### src/rtl/wb_pkg.sv
// Shared types for the write-back stage: result-source select, load funct3
// encodings and the FSM state encoding.
package wb_pkg;

   typedef enum logic [1:0] {
      SEL_ALU  = 2'd0,
      SEL_LOAD = 2'd1,
      SEL_PC4  = 2'd2,
      SEL_CSR  = 2'd3
   } rd_sel_e;

   typedef enum logic [1:0] {
      ST_IDLE    = 2'd0,
      ST_WAIT_LD = 2'd1,
      ST_DRAIN   = 2'd2
   } wb_state_e;

   localparam logic [2:0] F3_LB  = 3'b000;
   localparam logic [2:0] F3_LH  = 3'b001;
   localparam logic [2:0] F3_LW  = 3'b010;
   localparam logic [2:0] F3_LD  = 3'b011;
   localparam logic [2:0] F3_LBU = 3'b100;
   localparam logic [2:0] F3_LHU = 3'b101;
   localparam logic [2:0] F3_LWU = 3'b110;

endpackage

### src/rtl/wb_load_stage_if.sv
// MEM -> WB handshake bundle: instruction fields presented by the MEM stage
// and the ready returned by the write-back stage.
interface wb_load_stage_if
   import wb_pkg::*;
#(
   parameter int XLEN = 32,
   parameter int RA_W = 5
) ();

   logic            mem_valid;
   logic            mem_ready;
   logic            mem_regwrite;
   rd_sel_e         mem_rd_sel;
   logic [2:0]      mem_funct3;
   logic [2:0]      mem_addr_lo;
   logic [XLEN-1:0] mem_alu;
   logic [XLEN-1:0] mem_pc4;
   logic [XLEN-1:0] mem_csr;
   logic [RA_W-1:0] mem_rd_addr;

   modport master (
      output mem_valid, mem_regwrite, mem_rd_sel, mem_funct3, mem_addr_lo,
             mem_alu, mem_pc4, mem_csr, mem_rd_addr,
      input  mem_ready
   );

   modport slave (
      input  mem_valid, mem_regwrite, mem_rd_sel, mem_funct3, mem_addr_lo,
             mem_alu, mem_pc4, mem_csr, mem_rd_addr,
      output mem_ready
   );

endinterface

### src/rtl/load_align.sv
// Combinational load aligner: picks the byte/half/word addressed by addr_lo
// out of the memory word and sign- or zero-extends it to XLEN.
module load_align
   import wb_pkg::*;
#(
   parameter int XLEN = 32
) (
   input  logic [XLEN-1:0] word,
   input  logic [2:0]      funct3,
   input  logic [2:0]      addr_lo,
   output logic [XLEN-1:0] data
);

   logic [2:0]  b_off;
   logic [2:0]  h_off;
   logic [2:0]  w_off;
   logic [7:0]  b_val;
   logic [15:0] h_val;
   logic [31:0] w_val;

   always_comb begin
      // byte offset wraps at the word size, so addr_lo[2] is ignored at XLEN=32
      b_off = addr_lo & 3'(XLEN / 8 - 1);
      h_off = b_off & 3'b110;
      w_off = b_off & 3'b100;
      b_val = 8'(word >> {b_off, 3'b000});
      h_val = 16'(word >> {h_off, 3'b000});
      w_val = 32'(word >> {w_off, 3'b000});

      case (funct3)
         F3_LB:   data = XLEN'($signed(b_val));
         F3_LBU:  data = XLEN'(b_val);
         F3_LH:   data = XLEN'($signed(h_val));
         F3_LHU:  data = XLEN'(h_val);
         F3_LW:   data = XLEN'($signed(w_val));
         F3_LWU:  data = XLEN'(w_val);
         default: data = word;
      endcase
   end

endmodule

### src/rtl/wb_load_stage.sv
// Write-back stage: muxes the result source, waits for load data, aligns it
// and issues a one-cycle register-file write. Counts load-wait cycles.
//
//   state      | meaning
//   -----------+--------------------------------------------------------
//   ST_IDLE    | ready; non-loads retire next cycle, loads go to WAIT_LD
//   ST_WAIT_LD | waiting for dmem_rvalid of the latched load
//   ST_DRAIN   | load was flushed; swallow its rvalid, then back to IDLE
module wb_load_stage
   import wb_pkg::*;
#(
   parameter int XLEN  = 32,
   parameter int RA_W  = 5,
   parameter int CNT_W = 32
) (
   input  logic              clk,
   input  logic              rst,
   wb_load_stage_if.slave    mem_if,
   input  logic [XLEN-1:0]   dmem_rdata,
   input  logic              dmem_rvalid,
   input  logic              flush,
   output logic              wb_regwrite,
   output logic [XLEN-1:0]   wb_rd_data,
   output logic [RA_W-1:0]   wb_rd_addr,
   output logic [CNT_W-1:0]  ld_stall_cnt
);

   wb_state_e        state_q, state_d;
   logic [2:0]       ld_funct3_q, ld_funct3_d;
   logic [2:0]       ld_addr_lo_q, ld_addr_lo_d;
   logic [RA_W-1:0]  ld_rd_q, ld_rd_d;
   logic             ld_regwrite_q, ld_regwrite_d;
   logic             wb_regwrite_q, wb_regwrite_d;
   logic [XLEN-1:0]  wb_rd_data_q, wb_rd_data_d;
   logic [RA_W-1:0]  wb_rd_addr_q, wb_rd_addr_d;
   logic [CNT_W-1:0] ld_stall_cnt_q, ld_stall_cnt_d;

   logic             accept;
   logic             is_load;
   logic [XLEN-1:0]  sel_data;
   logic [XLEN-1:0]  aligned;

   load_align #(.XLEN(XLEN)) u_align (
      .word    (dmem_rdata),
      .funct3  (ld_funct3_q),
      .addr_lo (ld_addr_lo_q),
      .data    (aligned)
   );

   always_ff @(posedge clk or negedge rst) begin
      if (!rst) state_q <= ST_IDLE;
      else      state_q <= state_d;
   end

   always_comb begin
      state_d = state_q;
      case (state_q)
         ST_IDLE:    if (accept && is_load && !flush) state_d = ST_WAIT_LD;
         ST_WAIT_LD: begin
            if (dmem_rvalid)  state_d = ST_IDLE;
            else if (flush)   state_d = ST_DRAIN;
         end
         ST_DRAIN:   if (dmem_rvalid) state_d = ST_IDLE;
         default:    state_d = ST_IDLE;
      endcase
   end

   always_comb begin
      // ready is also masked by rst so it reads 0 while reset is held
      mem_if.mem_ready = (state_q == ST_IDLE) && rst;
      accept           = mem_if.mem_valid && mem_if.mem_ready;
      is_load          = (mem_if.mem_rd_sel == SEL_LOAD);

      case (mem_if.mem_rd_sel)
         SEL_PC4: sel_data = mem_if.mem_pc4;
         SEL_CSR: sel_data = mem_if.mem_csr;
         default: sel_data = mem_if.mem_alu;
      endcase

      wb_regwrite_d  = 1'b0;
      wb_rd_data_d   = wb_rd_data_q;
      wb_rd_addr_d   = wb_rd_addr_q;
      ld_funct3_d    = ld_funct3_q;
      ld_addr_lo_d   = ld_addr_lo_q;
      ld_rd_d        = ld_rd_q;
      ld_regwrite_d  = ld_regwrite_q;
      ld_stall_cnt_d = ld_stall_cnt_q;

      case (state_q)
         ST_IDLE: begin
            if (accept && !flush) begin
               if (is_load) begin
                  ld_funct3_d   = mem_if.mem_funct3;
                  ld_addr_lo_d  = mem_if.mem_addr_lo;
                  ld_rd_d       = mem_if.mem_rd_addr;
                  ld_regwrite_d = mem_if.mem_regwrite;
               end else begin
                  wb_rd_data_d  = sel_data;
                  wb_rd_addr_d  = mem_if.mem_rd_addr;
                  wb_regwrite_d = mem_if.mem_regwrite && (mem_if.mem_rd_addr != '0);
               end
            end
         end
         ST_WAIT_LD: begin
            if (dmem_rvalid) begin
               if (!flush) begin
                  wb_rd_data_d  = aligned;
                  wb_rd_addr_d  = ld_rd_q;
                  wb_regwrite_d = ld_regwrite_q && (ld_rd_q != '0);
               end
            end else if (ld_stall_cnt_q != '1) begin
               ld_stall_cnt_d = ld_stall_cnt_q + CNT_W'(1);
            end
         end
         ST_DRAIN: begin
            if (!dmem_rvalid && (ld_stall_cnt_q != '1))
               ld_stall_cnt_d = ld_stall_cnt_q + CNT_W'(1);
         end
         default: ;
      endcase
   end

   always_ff @(posedge clk or negedge rst) begin
      if (!rst) begin
         wb_regwrite_q  <= 1'b0;
         wb_rd_data_q   <= '0;
         wb_rd_addr_q   <= '0;
         ld_funct3_q    <= '0;
         ld_addr_lo_q   <= '0;
         ld_rd_q        <= '0;
         ld_regwrite_q  <= 1'b0;
         ld_stall_cnt_q <= '0;
      end else begin
         wb_regwrite_q  <= wb_regwrite_d;
         wb_rd_data_q   <= wb_rd_data_d;
         wb_rd_addr_q   <= wb_rd_addr_d;
         ld_funct3_q    <= ld_funct3_d;
         ld_addr_lo_q   <= ld_addr_lo_d;
         ld_rd_q        <= ld_rd_d;
         ld_regwrite_q  <= ld_regwrite_d;
         ld_stall_cnt_q <= ld_stall_cnt_d;
      end
   end

   assign wb_regwrite  = wb_regwrite_q;
   assign wb_rd_data   = wb_rd_data_q;
   assign wb_rd_addr   = wb_rd_addr_q;
   assign ld_stall_cnt = ld_stall_cnt_q;

endmodule

### src/flat_wrapper.sv
// flat-port wrapper written by rule: the top's interface ports become plain ports
module wb_load_stage_flat import wb_pkg::*;
#(
   parameter int XLEN  = 32,
   parameter int RA_W  = 5,
   parameter int CNT_W = 32
)
  (clk, rst, dmem_rdata, dmem_rvalid, flush, wb_regwrite, wb_rd_data, wb_rd_addr, ld_stall_cnt, mem_if_mem_valid, mem_if_mem_regwrite, mem_if_mem_rd_sel, mem_if_mem_funct3, mem_if_mem_addr_lo, mem_if_mem_alu, mem_if_mem_pc4, mem_if_mem_csr, mem_if_mem_rd_addr, mem_if_mem_ready);
  wb_load_stage_if #(.XLEN(XLEN), .RA_W(RA_W)) mem_if_i ();
  input  logic clk;
  input  logic rst;
  input  logic [XLEN-1:0] dmem_rdata;
  input  logic dmem_rvalid;
  input  logic flush;
  output logic wb_regwrite;
  output logic [XLEN-1:0] wb_rd_data;
  output logic [RA_W-1:0] wb_rd_addr;
  output logic [CNT_W-1:0] ld_stall_cnt;
  input wire logic [$bits(mem_if_i.mem_valid)-1:0] mem_if_mem_valid;
  input wire logic [$bits(mem_if_i.mem_regwrite)-1:0] mem_if_mem_regwrite;
  input wire logic [$bits(mem_if_i.mem_rd_sel)-1:0] mem_if_mem_rd_sel;
  input wire logic [$bits(mem_if_i.mem_funct3)-1:0] mem_if_mem_funct3;
  input wire logic [$bits(mem_if_i.mem_addr_lo)-1:0] mem_if_mem_addr_lo;
  input wire logic [$bits(mem_if_i.mem_alu)-1:0] mem_if_mem_alu;
  input wire logic [$bits(mem_if_i.mem_pc4)-1:0] mem_if_mem_pc4;
  input wire logic [$bits(mem_if_i.mem_csr)-1:0] mem_if_mem_csr;
  input wire logic [$bits(mem_if_i.mem_rd_addr)-1:0] mem_if_mem_rd_addr;
  output wire logic [$bits(mem_if_i.mem_ready)-1:0] mem_if_mem_ready;
  assign mem_if_i.mem_valid = mem_if_mem_valid;
  assign mem_if_i.mem_regwrite = mem_if_mem_regwrite;
  assign mem_if_i.mem_rd_sel = mem_if_mem_rd_sel;
  assign mem_if_i.mem_funct3 = mem_if_mem_funct3;
  assign mem_if_i.mem_addr_lo = mem_if_mem_addr_lo;
  assign mem_if_i.mem_alu = mem_if_mem_alu;
  assign mem_if_i.mem_pc4 = mem_if_mem_pc4;
  assign mem_if_i.mem_csr = mem_if_mem_csr;
  assign mem_if_i.mem_rd_addr = mem_if_mem_rd_addr;
  assign mem_if_mem_ready = mem_if_i.mem_ready;
  wb_load_stage #(.XLEN(XLEN), .RA_W(RA_W), .CNT_W(CNT_W)) u_core (.clk(clk), .rst(rst), .mem_if(mem_if_i), .dmem_rdata(dmem_rdata), .dmem_rvalid(dmem_rvalid), .flush(flush), .wb_regwrite(wb_regwrite), .wb_rd_data(wb_rd_data), .wb_rd_addr(wb_rd_addr), .ld_stall_cnt(ld_stall_cnt));
endmodule
### config.mk
export PLATFORM = sky130hd
export DESIGN_NAME = wb_load_stage_flat
export DESIGN_NICKNAME = d
export VERILOG_FILES = /design/src/rtl/wb_pkg.sv /design/src/rtl/wb_load_stage_if.sv /design/src/rtl/load_align.sv /design/src/rtl/wb_load_stage.sv /design/src/flat_wrapper.sv
export SDC_FILE = /design/constraint.sdc
export NUM_CORES = 1
export LEC_CHECK = 0
export CAP_MARGIN = 20
export CORE_UTILIZATION = 44
export CTS_BUF_LIST = sky130_fd_sc_hd__clkbuf_4 sky130_fd_sc_hd__clkbuf_8 sky130_fd_sc_hd__clkbuf_16
export DETAILED_ROUTE_END_ITERATION = 6
export PLACE_DENSITY = 0.8
export SYNTH_ARGS = -nofsm -noshare
export SYNTH_HDL_FRONTEND = slang
export SYNTH_HIERARCHICAL = 1
export SYNTH_SLANG_ARGS = --single-unit
### constraint.sdc
create_clock -name clk -period 2.35 [get_ports clk]
set_clock_uncertainty 0.2 [all_clocks]
set_input_delay 0.235 -clock clk [delete_from_list [all_inputs] [get_ports clk]]
set_output_delay 0.235 -clock clk [all_outputs]
set_load 0.01 [all_outputs]
==> impl_metrics.tcl <==
set metrics [dict create \
    fmax_mhz 450 \
    ys_warn_count 6 \
    tightest_slew_ns 0.411 \
    antenna_found_initial 0 \
    drtIter0Drc 290 \
    cpPeakStageDelay_ns 0.57 \
    critPathTopFamily "simple AND/OR/NAND/NOR gates" \
    p_clk_share_pct 27.2 \
    use_met2_pct 48.2 \
    holdWs_ns 0.164 \
    final-setup-viol-count 0 \
    core-area_um2 12100 \
    switching_share_pct 31.0 \
    diodes 0 \
    hold_path.class "input port to register" \
    routed_wl_mm 17.3 \
    cts.clk_slew.worst_paths_ns 0.06 \
    clk_latency_ns 0.34 \
    ant_nets 0 \
    finalPower_uw 5350 \
    fin_nets 969 \
    slew_violations 0 \
    power_frac_seq_pct 34.8 \
    path_cells "ha_1, nand2_1, or4_2, o2111ai_1, buf_4, nor3_1, xor2_1" \
    ir_drop_uv 654 \
    cp_slowest_cell "or4_2" \
    drtPass1Iterations 5 \
    wl_per_cell_um 17.4 \
    dpl_cell_area_um2 7960 \
    grtUsageMet3_pct 6.75 \
    cts_root_buf "clkbuf_16" \
    final_util_pct 68.8 \
    start_kind "register" \
    layout_min_cycle_time_ns 2.22 \
    vias 5360 \
    dieArea_um2 12800 \
    num_rows 40 \
    hold_viol_final 0 \
    maxCapViolations 0 \
    clockBufferDepth 2 \
    fillers 979 \
    start_util_pct 45.1 \
    port_buffers 216 \
    fp.dieW_um 113 \
    dp_hpwl_mm 13.1 \
    final_area_um2 8290 \
    dieHeight_um 113 \
    drive_gt1_share_pct 15.6 \
    grt_pass1_wl_mm 27.5 \
    numCtsBuffers 9 \
    power_switching_uw 1660 \
    worst-path-buf-inv 1 \
    viasPerCell 5.39 \
    worst_ep_arrival_time_ns 2.24 \
    grt.busiest_layer "met2" \
    grt_start_max_net_pins 84 \
    multi_input_area_um2 3160 \
    crit_fanout 6 \
    areaGrowthSynthToFinish_pct 52.3 \
    pwr-share-comb_pct 38.0 \
    place.gp.congestion 0.939 \
    final-seq-area_um2 2080 \
    cts_sinks 83 \
    ios 218 \
    syn_inst 594 \
    slew_headroom_pct 72.5 \
    power.internal_uw 3690 \
    netlist_area_um2 5450 \
    crit_required_ns 2.37 \
    worstSetupPathType "register to register" \
    cp-end-kind "register" \
    avgSynthCellArea_um2 9.17 \
    grtUsageMet1_pct 32.4 \
    grt_pass1_vias 5419 \
    grt.total_usage_pct 27.5 \
    p_per_area_nw_per_um2 645 \
    grt-ovfl-total 0 \
    cellLeakagePower_uw 0.00340 \
    h-tree-depth 3 \
    fin_setup_tns_ns 0 \
    synth_fp_nets 742 \
    post-route-drc-count 0 \
    outcome "completed" \
    fin_crit_sh_pct 94.7 \
    cts_tree "done" \
    rsz0062_at_grt "false" \
]
## worst reg2reg max path, delay by kind of cell, from the launching register on
kind	cells	cell delay, ns
AO/OA/AOI/OAI	1	0.21
adder cells (fa/ha/maj)	1	0.21
AND/OR/NAND/NOR	3	0.74
XOR/XNOR	1	0.13
flip-flops	1	0.42
buffers and inverters	1	0.19
## placed cells by master, fill, tap and decap left out, types with 4 or more instances in the layout
master             n
nor4_1             6
xnor2_1           14
nand3_1           11
inv_1              7
a21oi_1            8
or4_1              5
nor2b_1           13
clkdlybuf4s50_1  213
nor3_1             8
clkbuf_16          9
buf_12             4
o221ai_1           5
a21o_1             5
buf_4             34
mux2_2            58
mux2i_1           40
xor2_1            16
nand4_1           13
dfrtp_1           82
nand2_1          107
o21ai_0           71
o211ai_1          18
nor2_1            22
## worst paths after layout
kind / from / endpoint / slack [ns] / cells after the start
worst max-delay path: u_core/ld_stall_cnt[0] / u_core/ld_stall_cnt[25] / 0.13 / 7
worst min-delay path: mem_if_mem_rd_sel[1] / u_core/wb_regwrite / 0.16 / 3
worst max register to register: u_core/ld_stall_cnt[0] / u_core/ld_stall_cnt[25] / 0.13 / 7
worst min register to register: u_core/ld_stall_cnt[13] / u_core/ld_stall_cnt[13] / 0.29 / 1
max in group asynchronous: rst / u_core/wb_rd_data[28] / 1.15 / 4
min in group asynchronous: rst / u_core/wb_rd_data[29] / 0.18 / 3
## state kept, by name, summed over array words and instances, names as in the netlist
signal and flops:
u_core/wb_rd_data 32, u_core/ld_funct3_q 3, u_core/wb_regwrite 1, u_core/state_q 2, u_core/ld_rd_q 5, u_core/ld_addr_lo_q 2
u_core/ld_stall_cnt 32, u_core/wb_rd_addr 5, u_core/ld_regwrite_q 1
## per-layer routing
| layer | vias to the layer above | wire [µm] | share of wire (%) |
|---|---|---|---|
| met2 | 208 | 8530 | 49 |
| li1 | 2577 | - | - |
| met5 | - | 0 | 0 |
| met4 | 0 | 435 | 2.5 |
| met1 | 2542 | 7090 | 41 |
| met3 | 33 | 1220 | 7.1 |
## power groups by stage
stage,combinational [µW],clock [µW],sequential (µW)
CTS,2030,1490,1860
global placement,1980,0,1860
finish,2030,1450,1860
detailed placement,2010,0,1880
global route,2180,1540,1900
floorplan,900,0,1960
## per-stage QoR
| step | cells | setup slack [ns] |
|---|---|---|
| after detailed placement | 976 | -0.0134 |
| after CTS | 992 | 0.115 |
| after global routing | 994 | 0.0148 |
| after floorplan | 594 | 0.0130 |
| after global placement | 976 | 0.000254 |
| final | 994 | 0.125 |
## what timing repair did
item | CTS | global route
buffers inserted | 0 | 0
hold buffers | 0 | 1
endpoints found under the setup margin | 0 | 1
hold endpoints to repair | 0 | 13
gates resized for setup | 0 | 1
## area by class of cell
| class | instances | share of cell area [%] |
|---|---|---|
| repair buffers | 255 | 30.3 |
| well taps | 168 | 2.53 |
| flip-flops and latches | 83 | 25.1 |
| multi-input cells | 465 | 38.2 |
| clock buffers | 11 | 2.90 |
| clock inverters | 5 | 0.724 |
| inverters | 7 | 0.317 |
Note: power is estimated with default switching activity, not from simulation.
==> patch 1: new RTL, same flow settings <==
Encoding of `wb_state_e`: now one-hot (3 bits for 3 states).
--- a/src/rtl/wb_pkg.sv
+++ b/src/rtl/wb_pkg.sv
@@ -11,6 +11,6 @@
 
-   typedef enum logic [1:0] {
-      ST_IDLE    = 2'd0,
-      ST_WAIT_LD = 2'd1,
-      ST_DRAIN   = 2'd2
+   typedef enum logic [2:0] {
+      ST_IDLE    = 3'b001,
+      ST_WAIT_LD = 3'b010,
+      ST_DRAIN   = 3'b100
    } wb_state_e;
Check against the original RTL: no difference found for any inputs over 4 cycles, from zero or initial values and one cycle with rst low; so few cycles prove little.
==> patch 1 against the original RTL <==
Sequential cell count grew 1. Hold slack gained 82 ps. Worst setup slack worse by 80 ps. Total power is 8.0% lower. Final area rose by 0.32%. Area after synthesis is 1.6% lower. Routed wire length is 3.5% higher. Critical path type unchanged.
==> patch 1: results (changes against the original RTL) <==
* Run status: complete, no violations
* Global placer's final weighted congestion at 0.921 (-1.8%)
* H-Tree Depth at 3 (unchanged)
* Leak at 3.58 nW (+5.2%)
* Cell Count Post-Placement at 976 (unchanged)
* Maximum net fanout on the critical path at 5 (-1)
* Detail-routed via count per cell at 5.63 (+4.5%)
* Antenna Cells at 0 (unchanged)
* Cell count after synthesis at 607 (+2.2%)
* Total global-route track usage at 28.8% (+1.3 points)
* Initial detailed-routing violation count at 360 (+24%)
* Final HPWL DP at 13900 µm (+6.0%)
* Initial DRT Pass Iterations at 5 (unchanged)
* Post-Layout Cell Count at 994 (unchanged)
* Fill cells at 906 (-7.5%)
* Max VDD drop at 0.402 mV (-38%)
* Largest delay contributor family on the critical path: simple AND/OR/NAND/NOR gates
* Switch Pwr at 0.00157 W (-5.1%)
* Data arrival, critical path at 2360 ps (+120 ps)
* Placement Cell Area at 0.00797 mm² (+0.17%)
* Number of antenna violations at the first check in global routing at 0 (unchanged)
* Wire length of the first global-routing pass at 28600 µm (+4.2%)
* Maximum single-stage delay on the critical path at 540 ps (-30 ps)
* Clock buffer count from CTS at 9 (unchanged)
* Synthesis warning total at 6 (unchanged)
* Insertion delay of the later-clocked pin in the worst-skew pair at ~330 ps
* CTS root buf: clkbuf_16
* Via count of the first global-routing pass at 5801 (+7.0%)
* Min-Delay Path Class: in2reg
* Worst-case headroom to the max-slew limit at 44.1% (-28 points)
* Mapped Nets at 755 (+1.8%)
* Overall routed net length at 17900 µm (+3.5%)
* Cell type of the slowest stage on the worst timing path: or4_4
* Fraction of final layout cells with drive strength greater than 1 at 13.9% (-1.8 points)
* PortBufs at 216 (unchanged)
* Clock transition time at the flip-flop clock pins of the worst setup and hold paths at approximately 70 ps
* Bufs on Longest Clock Path at 2 (unchanged)
* Largest net degree at the start of global routing at 75 (-11%)
## patch 1: cell type report
type | instances | area share, %
Clock inverter | 5 | 0.511
Timing Repair Buffer | 271 | 31.4
Sequential cell | 84 | 25.3
Inverter | 5 | 0.226
Clock buffer | 11 | 3.04
Tap cell | 143 | 2.15
Multi-Input combinational cell | 475 | 37.4
## patch 1: per-layer routing
metal  track usage [%]  wire length (µm)  vias to the layer above
met4              8.98               339                        0
met1              33.5              7030                     2687
met3              5.56              1120                       23
li1                  -                 -                     2667
met5                 0                 0                        -
met2              53.1              9400                      222
## patch 1: path summary, 6_finish.rpt
check,start,end,slack [ps],depth (start not counted)
worst max register to register,u_core/ld_stall_cnt[10]$_DFFE_PN0P_,u_core/ld_stall_cnt[25]$_DFFE_PN0P_,50,5
worst min register to register,u_core/wb_rd_data[29]$_DFFE_PN0P_,u_core/wb_rd_data[29]$_DFFE_PN0P_,290,2
worst max-delay path,u_core/ld_stall_cnt[10]$_DFFE_PN0P_,u_core/ld_stall_cnt[25]$_DFFE_PN0P_,50,5
min in group asynchronous,rst,u_core/wb_rd_addr[2]$_DFFE_PN0P_,300,3
worst min-delay path,mem_if_mem_rd_sel[1],u_core/wb_regwrite$_DFF_PN0_,250,4
max in group asynchronous,rst,u_core/wb_rd_data[20]$_DFFE_PN0P_,870,3
## patch 1: what timing repair did
item                                    CTS  global route
buffers inserted                          0             1
pin swaps                                 0             1
hold buffers                              1             0
resized for setup                         3             5
endpoints found under the hold margin    83             0
cloned                                    0             0
endpoints found under the setup margin    9            31
## patch 1: metrics by stage
| stage | worst slack, ps | util, % | TNS [ps] | hold WS, ps |
|---|---|---|---|---|
| global placement | -254 | 68.3 | -2060 | 46.3 |
| CTS | 41.6 | 71.1 | 0 | 236 |
| floorplan | -43.5 | - | -123 | -261 |
| detailed placement | -384 | 68.3 | -3290 | 50.6 |
| global route | 4.82 | 71.3 | 0 | 254 |
| finish | 45.0 | 71.3 | 0 | 247 |
## patch 1: power groups by stage
stage,Clock [W],Combinational [W],Sequential (W)
after floorplan,0,0.000817,0.00185
after global placement,0,0.00166,0.00183
after detailed placement,0,0.00171,0.00183
after CTS,0.00141,0.00172,0.00181
after global routing,0.00147,0.00185,0.00183
final,0.00139,0.00172,0.00181
## patch 1: worst register-to-register path, stage by stage, from the launching register on
cell,delay (ps)
dfrtp_1,410
and4_1,240
nand4_1,290
or4_4,550
nor4_1,360
xor2_1,190
==> patch 2: new RTL, same settings <==
Made on the original files. `XLEN` is set to 32 in 4 places; all go to 16. Comments in the files are not updated.
--- a/src/rtl/wb_load_stage_if.sv
+++ b/src/rtl/wb_load_stage_if.sv
@@ -5,3 +5,3 @@
 #(
-   parameter int XLEN = 32,
+   parameter int XLEN = 16,
    parameter int RA_W = 5
--- a/src/rtl/load_align.sv
+++ b/src/rtl/load_align.sv
@@ -5,3 +5,3 @@
 #(
-   parameter int XLEN = 32
+   parameter int XLEN = 16
 ) (
--- a/src/rtl/wb_load_stage.sv
+++ b/src/rtl/wb_load_stage.sv
@@ -11,3 +11,3 @@
 #(
-   parameter int XLEN  = 32,
+   parameter int XLEN  = 16,
    parameter int RA_W  = 5,
--- a/src/flat_wrapper.sv
+++ b/src/flat_wrapper.sv
@@ -3,3 +3,3 @@
 #(
-   parameter int XLEN  = 32,
+   parameter int XLEN  = 16,
    parameter int RA_W  = 5,
Ports: changed (5 resized); port bits go from 218 to 138. No check against the original RTL was run, so the function may have changed too.
==> patch 2 against the original RTL <==
Combinational power fell by 55%. Routed wire length fell by 42%. Final area down 33%. Worst setup slack better by 11 ps. Largest cell class unchanged. Highest routed layer unchanged. Critical path depth grew 1. Utilization shrank 1.4 points. Maximum frequency up 0.49%. Area after synthesis fell by 31%. Total power shrank 37%. Sequential cell count is 17 lower. Register-to-register slack gained 40 ps.
==> patch 2: results (changes against the original RTL) <==
* Run status: complete, no violations
* Maximum net fanout on the critical path at 21 (+15)
* Largest net degree at the start of global routing at 67 (-20%)
* Placement Cell Area at 0.00531 mm² (-33%)
* Max VDD drop at 0.536 mV (-18%)
* Fraction of final layout cells with drive strength greater than 1 at 19.5% (+3.9 points)
* PortBufs at 135 (-38%)
* Wire length of the first global-routing pass at 15600 µm (-43%)
* Cell count after synthesis at 362 (-39%)
* Start point of the worst min-delay path: u_core/ld_stall_cnt[10]$_DFFE_PN0P_
* Total Nets Final at 596 (-38%)
* Sink of the worst hold path: u_core/ld_stall_cnt[10]$_DFFE_PN0P_
* Cell depth of the worst min-delay path at 1 (-2)
* Pre-CTS setup slack at 113 ps (+127 ps)
* Setup slack on the worst flop-to-flop path at 170 ps (+40 ps)
* Cell Count Post-Placement at 605 (-38%)
* Cell type of the slowest stage on the worst timing path: dlygate4sd3_1
* Leak at 2.30 nW (-32%)
* Final HPWL DP at 7560 µm (-42%)
* Vias after detailed routing at 3281 (-39%)
* Power Internal at 0.00242 W (-34%)
* Via count of the first global-routing pass at 3225 (-40%)
* Launch point of the worst reg-to-reg path: u_core/ld_stall_cnt[27]$_DFFE_PN0P_
* Min-Delay Path Class: reg2reg
* Global placer's final weighted congestion at 0.883 (-5.9%)
* Terminus of the critical flop-to-flop path: u_core/ld_stall_cnt[21]$_DFFE_PN0P_
* Worst-case headroom to the max-slew limit at 44.0% (-29 points)
* Initial DRT Pass Iterations at 4 (-1)
patch 2: cell count changes in the layout (fill, tap and decap cells not counted), sizes merged, moves of 12 or more:
cell	unedited run	this run
nor2b	14	2
nand2	107	45
o21ai	72	49
clkdlybuf4s50	213	134
dfrtp	83	66
mux2i	40	18
o211ai	18	1
buf	41	22
mux2	59	47
patch 2: routing by layer:
metal | GRT usage (%) | vias to the layer above | part of all wire (%)
met5 | 0 | - | 0
met3 | 6.80 | 10 | 9.1
met2 | 41.7 | 113 | 49
li1 | - | 1593 | -
met1 | 25.9 | 1565 | 41
met4 | 6.03 | 0 | 0.99
patch 2: power by group through the flow:
| stage | combinational [W] | clock, W | sequential [W] |
|---|---|---|---|
| detailed placement | 0.000911 | 0 | 0.00148 |
| finish | 0.000907 | 0.000978 | 0.00146 |
| global route | 0.000982 | 0.00106 | 0.00149 |
| global placement | 0.000891 | 0 | 0.00147 |
| CTS | 0.000917 | 0.00101 | 0.00146 |
| floorplan | 0.000357 | 0 | 0.00150 |
patch 2: how the worst max path moves through the flow:
stage	from	endpoint	slack [ps]	depth (start not counted)
floorplan	u_core/state_q[1]$_DFFE_PN0P_	u_core/wb_rd_addr[0]$_DFFE_PN0P_	130	6
global placement	dmem_rvalid	u_core/ld_stall_cnt[30]$_DFFE_PN0P_	110	4
detailed placement	dmem_rvalid	u_core/ld_stall_cnt[30]$_DFFE_PN0P_	110	4
CTS	rst	mem_if_mem_ready	80	4
global route	u_core/ld_stall_cnt[29]$_DFFE_PN0P_	u_core/ld_stall_cnt[21]$_DFFE_PN0P_	30	5
finish	rst	u_core/wb_rd_data[9]$_DFFE_PN0P_	140	8
patch 2: critical path: cells and delay by family:
family / cells / cell delay [ps]
buffers and inverters: 3 / 850
AND/OR/NAND/NOR: 2 / 450
multiplexers: 1 / 350
AO/OA/AOI/OAI: 2 / 340
patch 2: what timing repair did:
item                                   in CTS  in global routing
setup endpoints to repair                   0                 23
hold buffers                                1                  0
buffers inserted                            0                  0
resized for setup                           0                  2
endpoints found under the hold margin      66                  0
patch 2: final cells by class:
class / count / area [µm²] / share of cell area, %
clock buffers: 11 / 145 / 2.62
flip-flops and latches: 66 / 1650 / 29.8
inverters: 3 / 11.3 / 0.203
multi-input cells: 275 / 2000 / 36.1
repair buffers: 157 / 1540 / 27.8
clock inverters: 5 / 62.6 / 1.13
well taps: 105 / 131 / 2.37
